## src/rtl/hs_unit_ce_gen.sv

```systemverilog
// rtl/hs_unit_ce_gen.sv - programmable clock-enable strobe generator
//
// Purpose:
//   Emits a single-cycle ce strobe every div_cur+1 clocks, either
//   free-running (burst_len = 0) or for a finite burst of burst_len
//   pulses. Divisor updates take effect only at period boundaries,
//   so the strobe spacing never glitches.
//
// Optional feature (macro HS_UNIT_CE_GEN_PULSE_CNT_EN):
//   Adds pulse_total (saturating 32-bit count of ce pulses since reset)
//   and pulse_clr (synchronous clear, wins over a same-cycle increment).
//
// Ports:
//   clk          in   system clock, rising edge
//   reset        in   synchronous active-high reset
//   start        in   pulse; begins generation when idle
//   stop         in   pulse; aborts generation (wins over start)
//   burst_len    in   pulses per run, sampled at start; 0 = free-running
//   div_in       in   new divisor; period = div_in+1 cycles
//   div_load     in   pulse; captures div_in as the pending divisor
//   ce           out  strobe, one cycle per period
//   busy         out  high while running
//   done         out  one-cycle pulse after the last pulse of a burst
//   div_cur      out  currently active divisor
//   pulse_total  out  (optional) saturating pulse count
//   pulse_clr    in   (optional) clears pulse_total

module hs_unit_ce_gen #(
    parameter int                CNT_W       = 16,
    parameter int                BURST_W     = 8,
    parameter logic [CNT_W-1:0]  DEFAULT_DIV = '0
) (
    input  logic               clk,
    input  logic               reset,
    input  logic               start,
    input  logic               stop,
    input  logic [BURST_W-1:0] burst_len,
    input  logic [CNT_W-1:0]   div_in,
    input  logic               div_load,
    output logic               ce,
    output logic               busy,
    output logic               done,
    output logic [CNT_W-1:0]   div_cur
`ifdef HS_UNIT_CE_GEN_PULSE_CNT_EN
    ,
    output logic [31:0]        pulse_total,
    input  logic               pulse_clr
`endif
);

    typedef enum logic {
        S_IDLE = 1'b0,
        S_RUN  = 1'b1
    } state_t;

    state_t               r_state;
    state_t               w_state_nxt;

    logic [CNT_W-1:0]     r_cnt;
    logic [CNT_W-1:0]     r_div_cur;
    logic [CNT_W-1:0]     r_div_pend;
    logic                 r_pend_vld;
    logic [BURST_W-1:0]   r_pulse_cnt;
    logic [BURST_W-1:0]   r_len;
    logic                 r_done;

    logic                 w_ce;
    logic                 w_last;
    logic                 w_start_ok;
    logic [CNT_W-1:0]     w_div_eff;
    logic [CNT_W-1:0]     w_reload_div;

    // Divisor that would be active if a boundary happened now: a pending
    // value, if any, replaces the current one.
    assign w_div_eff    = r_pend_vld ? r_div_pend : r_div_cur;

    // A div_load landing exactly on a reload cycle is used for that reload.
    assign w_reload_div = div_load ? div_in : w_div_eff;

    assign w_start_ok   = start && !stop;

    // ce is decoded from registered state; a same-cycle stop suppresses it.
    assign w_ce         = (r_state == S_RUN) && (r_cnt == '0) && !stop;

    // The pulse being emitted now is the final one of a finite burst.
    assign w_last       = (r_len != '0) && (r_pulse_cnt == (r_len - BURST_W'(1)));

    // Next-state logic
    always_comb begin
        w_state_nxt = r_state;
        case (r_state)
            S_IDLE: begin
                if (w_start_ok) begin
                    w_state_nxt = S_RUN;
                end
            end
            S_RUN: begin
                if (stop) begin
                    w_state_nxt = S_IDLE;
                end else if (w_ce && w_last) begin
                    w_state_nxt = S_IDLE;
                end
            end
            default: w_state_nxt = S_IDLE;
        endcase
    end

    // State and datapath registers
    always_ff @(posedge clk) begin
        if (reset) begin
            r_state     <= S_IDLE;
            r_cnt       <= '0;
            r_div_cur   <= DEFAULT_DIV;
            r_div_pend  <= '0;
            r_pend_vld  <= 1'b0;
            r_pulse_cnt <= '0;
            r_len       <= '0;
            r_done      <= 1'b0;
        end else begin
            r_state <= w_state_nxt;
            r_done  <= w_ce && w_last;

            case (r_state)
                S_IDLE: begin
                    // Nothing is counting, so a pending divisor can be
                    // applied right away; a new load in this cycle is
                    // captured and applied on the following edge.
                    r_div_cur  <= w_div_eff;
                    r_pend_vld <= 1'b0;
                    if (div_load) begin
                        r_div_pend <= div_in;
                        r_pend_vld <= 1'b1;
                    end
                    if (w_start_ok) begin
                        r_cnt       <= w_div_eff;
                        r_pulse_cnt <= '0;
                        r_len       <= burst_len;
                    end
                end
                S_RUN: begin
                    if (w_ce) begin
                        // Period boundary: reload and switch divisor together
                        r_cnt       <= w_reload_div;
                        r_div_cur   <= w_reload_div;
                        r_pend_vld  <= 1'b0;
                        r_pulse_cnt <= r_pulse_cnt + BURST_W'(1);
                    end else begin
                        if (r_cnt != '0) begin
                            r_cnt <= r_cnt - CNT_W'(1);
                        end
                        if (div_load) begin
                            r_div_pend <= div_in;
                            r_pend_vld <= 1'b1;
                        end
                    end
                end
                default: ;
            endcase
        end
    end

    assign ce      = w_ce;
    assign busy    = (r_state == S_RUN);
    assign done    = r_done;
    assign div_cur = r_div_cur;

`ifdef HS_UNIT_CE_GEN_PULSE_CNT_EN
    logic [31:0] r_pulse_total;

    always_ff @(posedge clk) begin
        if (reset) begin
            r_pulse_total <= '0;
        end else if (pulse_clr) begin
            r_pulse_total <= '0;
        end else if (w_ce && (r_pulse_total != 32'hFFFF_FFFF)) begin
            r_pulse_total <= r_pulse_total + 32'd1;
        end
    end

    assign pulse_total = r_pulse_total;
`endif

endmodule

```

## config.mk

```make
export PLATFORM = sky130hd
export DESIGN_NAME = hs_unit_ce_gen
export DESIGN_NICKNAME = d
export VERILOG_FILES = /design/src/rtl/hs_unit_ce_gen.sv
export SDC_FILE = /design/constraint.sdc
export NUM_CORES = 1
export LEC_CHECK = 0
export BUFFER_PORTS_ARGS = -buffer_cell sky130_fd_sc_hd__buf_2
export CAP_MARGIN = 25
export CORE_MARGIN = 2
export CORE_UTILIZATION = 32
export DETAILED_ROUTE_END_ITERATION = 10
export HOLD_SLACK_MARGIN = 0.08
export MAX_ROUTING_LAYER = met4
export PLACE_DENSITY = 0.6
export SLEW_MARGIN = 25
export SYNTH_ARGS = -nofsm -noshare
export SYNTH_HDL_FRONTEND = slang
export SYNTH_SLANG_ARGS = --single-unit
```

## constraint.sdc

```tcl
create_clock -name clk -period 3.9 [get_ports clk]
set_input_delay 0.585 -clock clk [delete_from_list [all_inputs] [get_ports clk]]
set_output_delay 0.585 -clock clk [all_outputs]
set_load 0.02 [all_outputs]
```

==> Yosys cells after proc, flatten, opt, wreduce, memory -nomap -nowiden <==
Index checks and enable logic that the tools add are counted.
{ "word_totals": {"regBits": 67, "input_bits": 29, "out_inout_bits": 19, "elab_cells": 52} }
{ "classes": {"n_addsub": 3, "eq_ne": 6, "muxes": 22, "n_bitwise": 1, "reduce_logical": 12} }
{ "ops": {"columns": ["cell", "count"], "rows": [
  ["$mux W16", 8],
  ["$pmux W16 S2", 3],
  ["$logic_not A16 Y1", 1],
  ["$mux W8", 2],
  ["$pmux W8 S2", 1],
  ["$reduce_bool A16 Y1", 1],
  ["$sub A16 B1 Y16 const B", 1],
  ["$add A8 B1 Y8 const B", 1],
  ["$eq A8 B8 Y1", 1],
  ["$reduce_bool A8 Y1", 1],
  ["$sub A8 B1 Y8 const B", 1],
  ["$mux W1", 6],
  ["$reduce_and A2 Y1", 3],
  ["$logic_and A1 B1 Y1", 5],
  ["$ne A2 B2 Y1 const B", 2],
  ["$pmux W1 S2", 2],
  ["$ne A3 B1 Y1 const B", 1],
  ["$ne A3 B2 Y1 const B", 1],
  ["$ne A2 B1 Y1 const B", 1],
  ["$logic_not A1 Y1", 1],
  ["$not A1 Y1", 1]
]} }

==> Longest topological paths before layout <==
Gate-level depths: netlist (run 1).
{ "depth": {"depth_word": 7, "ltp_mapped": 10, "mapped_depth_nobuf": 7} }

==> Worst setup path before layout (run 1) <==
Ideal clock, no wire load.
{ "synth_path": {"path_type": "reg-to-output", "startpoint": "register r_cnt[0]", "endpoint": "output port ce", "arrival_ns": 1.626, "t_required_ns": 3.315, "path_slack_ns": 1.689, "path_stages_with_launch": 6, "n_path_buf": 0, "cell_sequence": "dfxtp_1 > inv_1 > ha_1 > nor4b_1 > nand4_1 > nor2_1"} }
{ "synth_via": {"elab_chain_len": 3} }
{ "synth_lines": {"columns": ["element", "line", "text"], "rows": [
  ["start, declared", "59", "logic [CNT_W-1:0] r_cnt;"],
  ["start signal, assigned", "135", "r_cnt <= w_div_eff;"],
  ["start signal, assigned", "143", "r_cnt <= w_reload_div;"],
  ["start signal, assigned", "149", "r_cnt <= r_cnt - CNT_W'(1);"],
  ["$logic_not A16 Y1", "83", "assign w_ce = (r_state == S_RUN) && (r_cnt == '0) && !stop;"],
  ["$logic_and A1 B1 Y1 (2 in a row)", "83", null],
  ["end, declared", "40", "output logic ce,"]
]} }
Every way passes these cells.

==> Final worst setup path (run 1) <==
Ends and elaborated chain as after synthesis.

==> results of run 1 <==
==> worst paths after layout <==
path | endpoint | from
max | ce | r_cnt[0]
min | r_div_pend[3] | r_div_pend[3]
max reg2reg | r_cnt[3] | r_cnt[0]
min reg2reg | r_div_pend[3] | r_div_pend[3]
==> layout by cell type, fill, tap and decap left out, types with 2 or more instances in the layout <==
cell type / count
nand3_1: 10
xnor2_1: 11
nor2_1: 43
a32o_1: 7
buf_4: 8
ha_1: 5
a21oi_1: 50
o41ai_1: 2
a221oi_1: 6
nor2_2: 2
a21o_1: 2
nor3b_1: 2
o31ai_1: 3
or2_2: 3
nor3_1: 9
o21ai_0: 24
nand4_1: 5
xor2_1: 2
clkinv_2: 3
inv_1: 14
o221ai_1: 2
clkbuf_8: 9
dfxtp_1: 67
a31oi_1: 3
nand2b_1: 3
nand2_1: 71
or4_1: 3
bufinv_16: 2
or3_1: 7
mux2i_1: 24
buf_2: 47
nor4_1: 12
clkinv_4: 2
a2111oi_2: 2
a311oi_1: 2
o32ai_1: 2
nand3b_1: 3
==> flip-flops by register name (all words and copies together), names as in the netlist <==
register,count
r_cnt,16
r_len,8
r_pulse_cnt,8
div_cur,16
r_div_pend,16
done,1
busy,1
r_pend_vld,1
==> final cells by class <==
cell class / instances / area [sq um]
multi-input cells: 340 / 2030
inverters: 14 / 52.6
repair buffers: 55 / 295
fillers: 1112 / 6730
well taps: 140 / 175
clock inverters: 7 / 92.6
flip-flops and latches: 67 / 1340
clock buffers: 9 / 124
==> stage by stage <==
step	instance area (sq um)	hold slack (ns)	util	worst slack [ns]
floorplan	3570	0.433	-	1.69
global placement	3900	0.442	0.359	1.40
detailed placement	3900	0.448	0.359	1.33
CTS	4110	0.458	0.379	1.15
global route	4120	0.470	0.380	0.985
finish	4120	0.455	0.380	1.14
==> layer usage <==
metal,vias up,routed length (um),GRT usage
met5,-,0,-
met4,0,177,0.0696
met3,17,637,0.0302
met2,116,4290,0.247
met1,1638,4670,0.240
li1,1694,-,-
==> worst register-to-register path, cell delays in order (launching register included) <==
cell and delay [ns]:
dfxtp_1 0.35, inv_1 0.11, ha_1 0.15, nor4b_1 0.41, nand4_1 0.16, buf_4 0.21, nand2_1 0.61, o21ai_0 0.22
a32o_1 0.30
==> cell families (layout without fill, tap and decap cells) <==
kind of cell               count (synthesis)  in the layout  share of synthesized area
buffers and inverters                     44             85                     0.0547
adders and majority gates                  5              5                     0.0175
muxes                                     25             25                     0.0705
and+or+nand+nor                          178            178                      0.230
DFF                                       67             67                      0.376
AOI/OAI and AO/OA                        119            119                      0.219
xor gates and xnor gates                  13             13                     0.0319
==> power by group through the flow <==
stage               registers [mW]  logic [mW]  clock network [mW]
detailed placement           0.781       0.389                   0
global placement             0.780       0.384                   0
CTS                          0.765       0.392               0.652
floorplan                    0.778       0.292                   0
finish                       0.766       0.395               0.641
global route                 0.772       0.440               0.688
==> qor.yml, run 1 <==
syn-instance-count: 451
yosysWarnings: 0
numPlacedInstances: 616
synthTopCellsByCount: "nand2_1, dfxtp_1, a21oi_1"
vias_per_cell: 5.48
final-hold-violation-count: 0
cpPeakStageDelay_ns: 0.41
place_congestion: 0.878
dieArea_sq_um: 12000
p_total_mw: 1.80
powerDensity_nw_per_um2: 438
diodes: 0
via_count: 3465
drv_slew: 0
instances_no_fill: 632
finalSetupViolations: 0
crit_family: "simple AND/OR/NAND/NOR gates"
cts_hold_buf: 0
cts_max_path_buffers: 2
die_width_um: 110
fin_crit_sh: 0.708
p_sw_frac: 0.318
ys_seq_area_frac: 0.376
ys_seq_elements: 67
setup.worst_path.start_class: "flop"
drtAntennaViolNets: 0
p_switching_uw: 574
io_pins: 48
cts.repair.resized: 0
cap_violations: 0
grt_pass1_wl_mm: 15.8
critPathMaxFanout: 10
hpwl_mm: 6.89
min_path_cells: 2
yosys.area.top_type: "dfxtp_1"
synthesis.area_sq_um: 3570
cp_cell_sequence: "inv_1 -> ha_1 -> nor4b_1 -> nand4_1 -> buf_4 -> nor2_1 -> buf_2"
netlist_top_cells_area: "dfxtp_1, nand2_1, a21oi_1"
cts-root-buf: "clkbuf_8"
synth-main-ff-cell: "dfxtp_1"
wirelength_mm: 9.77
peakVddDrop_uv: 163
start_util: 0.329
clkPwrFrac: 0.356
reg2reg_slack_ns: 1.29
reg2reg_depth: 8
syn_area_per_cell_sq_um: 7.91
grt_max_degree: 40
clock_sinks: 67
tns_ns: 0
cts_tree: "done"
post_cts_buffers: 0
max_slew.worst_pin.slew_ns: 0.820
die_h_um: 110
wire_per_inst_um: 15.5
status: "complete, no violations"
p_seq_frac: 0.425
yosysMostFrequentCell: "nand2_1"
area_growth_pct: 15.4
drc: 0
critPathRequiredTime_ns: 3.31
grt_pass1_vias: 3005
worst-path-buf-inv: 3
io_buffers: 47
layout-drive-gt1-share: 0.167
period_needed_ns: 2.76
internal_power_mw: 1.23
synth_edf_count: 0
htreeDepth: 3
async_reset_ff_frac: 0
clk_pin_slew_ns: 0.08
fmax_mhz: 362
slew_headroom: 0.453
layout.nets: 521
core_sq_um: 10800
rsz0062_at_grt: "false"
yosys.cell_types.count: 55
grt_usage: 0.173
rows: 38
drt_first_iter_violations: 530
hp-class: "reg2reg"
synth.top_cell.area_share: 0.376
path_depth: 7
p_comb_frac: 0.219
p_leak_nw: 1.57
cts_buffers: 9
first_pass_iters: 7
grt-ovfl-total: 0
synth_nets: 485
antenna_found_initial: 0
crit_type: "reg2out"
worstPathArrival_ns: 2.18
insertion_delay_ns: 0.35
finClkSkew_ns: 0.00693
crit_path_top_delay_cell: "nor4b_1"
critPathCaptureType: "primary output"
(Power assumes the default switching activity.)
==> run 2, diff against run 1 <==
--- a/config.mk
+++ b/config.mk
@@ -12,7 +12,7 @@
 export DETAILED_ROUTE_END_ITERATION = 10
 export HOLD_SLACK_MARGIN = 0.08
 export MAX_ROUTING_LAYER = met4
-export PLACE_DENSITY = 0.6
+export PLACE_DENSITY = 0.62
 export SLEW_MARGIN = 25
 export SYNTH_ARGS = -nofsm -noshare
 export SYNTH_HDL_FRONTEND = slang
==> constraint.sdc (replaced) <==
create_clock -name clk -period 2.5 [get_ports clk]
set_input_delay 0.375 -clock clk [delete_from_list [all_inputs] [get_ports clk]]
set_output_delay 0.375 -clock clk [all_outputs]
set_load 0.02 [all_outputs]
==> run 2 against run 1 <==
Clock power is 38% higher. Power up 53%. Worst hold slack got worse by 0.20 ns. Count of clock-buffer cells in the layout up 3. Sequential share of layout area is 0.81 points lower. Global-route usage increased by 0.10 points. Largest power group unchanged. Die area unchanged. Cell count up 1.7%. Via count is 1.6% lower. Largest cell class unchanged. Register-to-register slack worse by 1.1 ns. Highest routed layer unchanged.
==> qor.yml, run 2 (synthesis results as in run 1) <==
area_growth_pct: 18.4
final-hold-violation-count: 0
final_cell_mix: "nand2_1, dfxtp_1, a21oi_1, buf_2, nor2_1"
start_util: 0.329
drv_slew: 0
dieArea_sq_um: 12000
io_buffers: 47
dpl_worst_slack_ns: 0.123
grt_max_degree: 45
layout.nets: 533
nFillCells: 1119
period_needed_ns: 2.29
rsz0062_at_grt: "false"
clk_pin_slew_ns: 0.07
crit_type: "reg2out"
cp_cell_sequence: "nor4_1 -> nand4_1 -> nor2_1 -> buf_2"
die_width_um: 110
seq_area_sq_um: 1340
fin_crit_sh: 0.916
hpwl_mm: 7.15
cts_max_path_buffers: 2
critPathCaptureType: "primary output"
drt_first_iter_violations: 202
reg2reg_slack_ns: 0.22
crit_path_top_delay_cell: "nor4_1"
hp-class: "in2reg"
clock_sinks: 67
wire_per_inst_um: 15.2
cpPeakStageDelay_ns: 0.52
grt_pass1_wl_mm: 15.8
cts_tree: "done"
via_count: 3410
cap_violations: 0
p_total_mw: 2.75
cts-root-buf: "clkbuf_8"
max_slew.worst_pin.slew_ns: 0.649
setup.worst_path.start_class: "flop"
reg2reg_to: "r_cnt[7]"
io_pins: 48
critPathRequiredTime_ns: 2.12
rows: 38
reg2reg_depth: 5
insertion_delay_ns: 0.35
fmax_mhz: 437
worstPathArrival_ns: 1.92
grt-ovfl-total: 0
layout-drive-gt1-share: 0.179
p_leak_nw: 1.63
hp-start: "burst_len[1]"
peakVddDrop_uv: 291
htreeDepth: 3
setup_ws_ns: 0.210
finalSetupViolations: 0
slew_headroom: 0.563
core_sq_um: 10800
grt_usage: 0.174
cts_hold_buf: 0
antenna_found_initial: 1
r2r_start: "r_cnt[6]"
tns_ns: 0
hold_end: "r_len[1]"
first_pass_iters: 4
cts_buffers: 9
drtAntennaViolNets: 0
powerDensity_nw_per_um2: 652
finClkSkew_ns: 0.00823
worst-path-buf-inv: 1
wirelength_mm: 9.74
die_h_um: 110
grt_pass1_vias: 3164
drc: 0
status: "complete, no violations"
multi_input_area_sq_um: 2040
crit_family: "simple AND/OR/NAND/NOR gates"
critPathMaxFanout: 7
place_congestion: 0.899
vias_per_cell: 5.30
min_path_cells: 3
mostFrequentLayoutCell: "nand2_1"
-- run 2: cell types whose count changed in the layout (fill, tap and decap cells not counted), moves of 2 or more --
cell,previous run,this run
buf_4,8,17
clkinv_2,3,0
buf_12,0,3
clkbuf_1,0,2
clkinv_4,2,0
nor2_2,2,0
-- run 2: report_power, final --
group / leakage [nW] / switching [mW] / internal, mW
sequential: 0.547 / 0.0649 / 1.13
combinational: 0.990 / 0.399 / 0.273
clock: 0.0885 / 0.405 / 0.478
-- run 2: cell type report --
cell class / instances / area share
clock inverters: 2 / 0.00889
multi-input cells: 340 / 0.484
flip-flops and latches: 67 / 0.318
inverters: 14 / 0.0125
diodes: 1 / 0.000593
repair buffers: 67 / 0.100
well taps: 140 / 0.0415
clock buffers: 12 / 0.0344
-- run 2: stage by stage --
stage                     hold slack [ns]  cell area (sq um)  utilization  cells
after global placement              0.441               4020        0.370    627
after detailed placement            0.447               4020        0.370    627
after CTS                           0.244               4210        0.388    642
final                               0.252               4220        0.389    643
after global routing                0.259               4220        0.389    643
after floorplan                     0.433               3570            -    451
-- run 2: worst max-delay path by stage --
stage                  start  endpoint  slack [ns]  cells after the start
global route        r_cnt[6]        ce        0.04                      4
CTS                 r_cnt[0]  r_cnt[7]         0.1                      8
finish              r_cnt[7]        ce        0.21                      4
detailed placement  r_cnt[0]  r_cnt[2]        0.12                      8
floorplan           r_cnt[0]      busy        0.32                      7
global placement    r_cnt[6]  r_cnt[2]        0.23                      6
-- run 2: repair_timing --
| item | 4_1_cts | 5_1_grt |
|---|---|---|
| cloned | 0 | 0 |
| endpoints found under the hold margin | 0 | 0 |
| pin swaps | 1 | 0 |
| setup endpoints to repair | 1 | 3 |
| resized for setup | 0 | 2 |
| buffers inserted | 1 | 0 |
-- run 2: layer usage --
layer | share of wire | vias to the layer above | wire length (um) | GRT usage
li1 | - | 1711 | - | -
met1 | 0.45 | 1617 | 4390 | 0.213
met2 | 0.49 | 70 | 4750 | 0.282
met3 | 0.048 | 12 | 464 | 0.0385
met4 | 0.014 | 0 | 140 | 0.0588
met5 | 0 | - | 0 | -
-- run 2: worst min-delay path, stage by stage --
cell     delay [ns]
buf_2          0.08
a21oi_1        0.05
nor2_1         0.07
==> run 3, diff against run 2 <==
==> constraint.sdc (replaced) <==
create_clock -name clk -period 2.1 [get_ports clk]
set_input_delay 0.315 -clock clk [delete_from_list [all_inputs] [get_ports clk]]
set_output_delay 0.315 -clock clk [all_outputs]
set_load 0.02 [all_outputs]
==> run 3 against run 2 <==
The run now ends with negative setup slack left. Die area is the same. Combinational power grew 58%. Sequential cell count is the same. Non-clock buffer count grew 33. First-iteration DRC count grew 36%. Register-to-register slack lost 0.24 ns. Clock power grew 26%. Power grew 30%. Clock skew grew 0.0058 ns. Via count grew 5.5%. Setup slack lost 0.28 ns. Utilization grew 3.9 points.
==> qor.yml, run 3 (synthesis results as in run 1) <==
numPlacedInstances: 651
via_count: 3597
layout-drive-gt1-share: 0.281
crit_path_top_delay_cell: "dfxtp_2"
hp-start: "burst_len[1]"
core_sq_um: 10800
grt_pass1_wl_mm: 16.9
hold_end: "r_len[1]"
worst-path-buf-inv: 4
drtAntennaViolNets: 0
r2r_start: "r_cnt[9]"
tns_ns: -0.0971
antenna_found_initial: 0
slew_headroom: 0.631
io_buffers: 47
instances_no_fill: 677
reg2reg_to: "r_cnt[7]"
finClkSkew_ns: 0.0141
clock_sinks: 67
final_cell_mix: "nand2_1, dfxtp_1, a21oi_1, buf_4, buf_2"
period_needed_ns: 2.17
design_area_sq_um: 4640
fin_crit_sh: 1.03
die_width_um: 110
setup_ws_ns: -0.0664
grt_max_degree: 49
drv_slew: 0
setup.worst_path.start_class: "flop"
rows: 38
hold_ws_ns: 0.187
start_util: 0.329
final-hold-violation-count: 0
crit_top_cell: "buf_4"
drc: 0
cts_buffers: 9
cts_max_path_buffers: 2
drt_first_iter_violations: 275
peakVddDrop_uv: 397
rsz0062_at_grt: "true"
dieArea_sq_um: 12000
wire_per_inst_um: 15.8
hpwl_mm: 7.48
area_growth_pct: 30.2
cp_cell_sequence: "inv_2 -> ha_4 -> nor4b_4 -> buf_4 -> nand4_1 -> buf_4 -> nor2_4 -> buf_6"
diodes: 0
status: "finished, violations left"
violations: "negative setup slack"
fmax_mhz: 462
reg2reg_depth: 5
grt-ovfl-total: 0
crit_family: "buffers and inverters"
worstPathArrival_ns: 1.85
io_pins: 48
cts_hold_buf: 0
cpPeakStageDelay_ns: 0.33
first_pass_iters: 4
reg2reg_slack_ns: -0.02
grt_pass1_vias: 3421
max_slew.worst_pin.slew_ns: 0.554
die_h_um: 110
p_leak_nw: 1.83
crit_type: "reg2out"
critPathMaxFanout: 3
utilization: 0.428
grt_usage: 0.188
powerDensity_nw_per_um2: 772
layout.nets: 566
finalSetupViolations: 3
mostFrequentLayoutCell: "nand2_1"
insertion_delay_ns: 0.36
hp-class: "in2reg"
cap_violations: 0
vias_per_cell: 5.31
dpl_worst_slack_ns: -0.195
clk_pin_slew_ns: 0.08
cts-root-buf: "clkbuf_8"
critPathRequiredTime_ns: 1.78
htreeDepth: 3
min_path_cells: 3
placed_cell_area_sq_um: 4200
p_total_mw: 3.58
cts_tree: "done"
wirelength_mm: 10.7
place_congestion: 0.849
critPathCaptureType: "primary output"
nFillCells: 1083
==> run 3: changes by cell type in the layout (fill, tap and decap cells not counted), sizes merged <==
cell | before | now
buf | 67 | 99
clkinvlp | 1 | 4
clkbuf | 12 | 11
diode | 1 | 0
clkinv | 0 | 1
==> run 3: cell type report <==
class                           count  area (sq um)  share of cell area
Timing Repair Buffer              100           693               0.149
Inverter                           14          52.6              0.0113
Clock inverter                      6          65.1              0.0140
Tap cell                          140           175              0.0377
Multi-Input combinational cell    340          2170               0.468
Sequential cell                    67          1350               0.290
Clock buffer                       10           138              0.0296
==> run 3: tightest hold or removal path, cell delays in order <==
cell     delay, ns
buf_2         0.08
a21oi_1       0.05
nor2_1        0.07
==> run 3: power by group <==
part / internal (mW) / total [mW] / switching (mW) / leakage, nW
Sequential: 1.35 / 1.42 / 0.0711 / 0.549
Clock: 0.578 / 1.11 / 0.528 / 0.0905
Combinational: 0.490 / 1.06 / 0.570 / 1.19
==> run 3: what timing repair did <==
item / 4_1_cts / 5_1_grt
setup buffers: 1 / 7
pin swaps: 1 / 12
cloned: 0 / 2
resized for setup: 10 / 30
setup endpoints to repair: 14 / 37
==> run 3: how the worst max path moves through the flow <==
stage | startpoint | endpoint | slack [ns] | cells past startpoint
after detailed placement | r_cnt[0] | r_cnt[7] | -0.20 | 7
after global placement | r_cnt[0] | r_cnt[7] | -0.12 | 7
final | r_cnt[0] | ce | -0.07 | 8
after global routing | r_cnt[0] | ce | -0.15 | 8
after CTS | r_cnt[0] | ce | -0.07 | 8
after floorplan | r_cnt[7] | r_cnt[8] | -0.001 | 7
==> run 3: metal layers <==
metal / GRT usage / up-vias / routed length [um]
met5: - / - / 0
met4: 0.0687 / 0 / 191
met3: 0.0350 / 15 / 499
met2: 0.303 / 86 / 5000
met1: 0.234 / 1710 / 4970
li1: - / 1786 / -
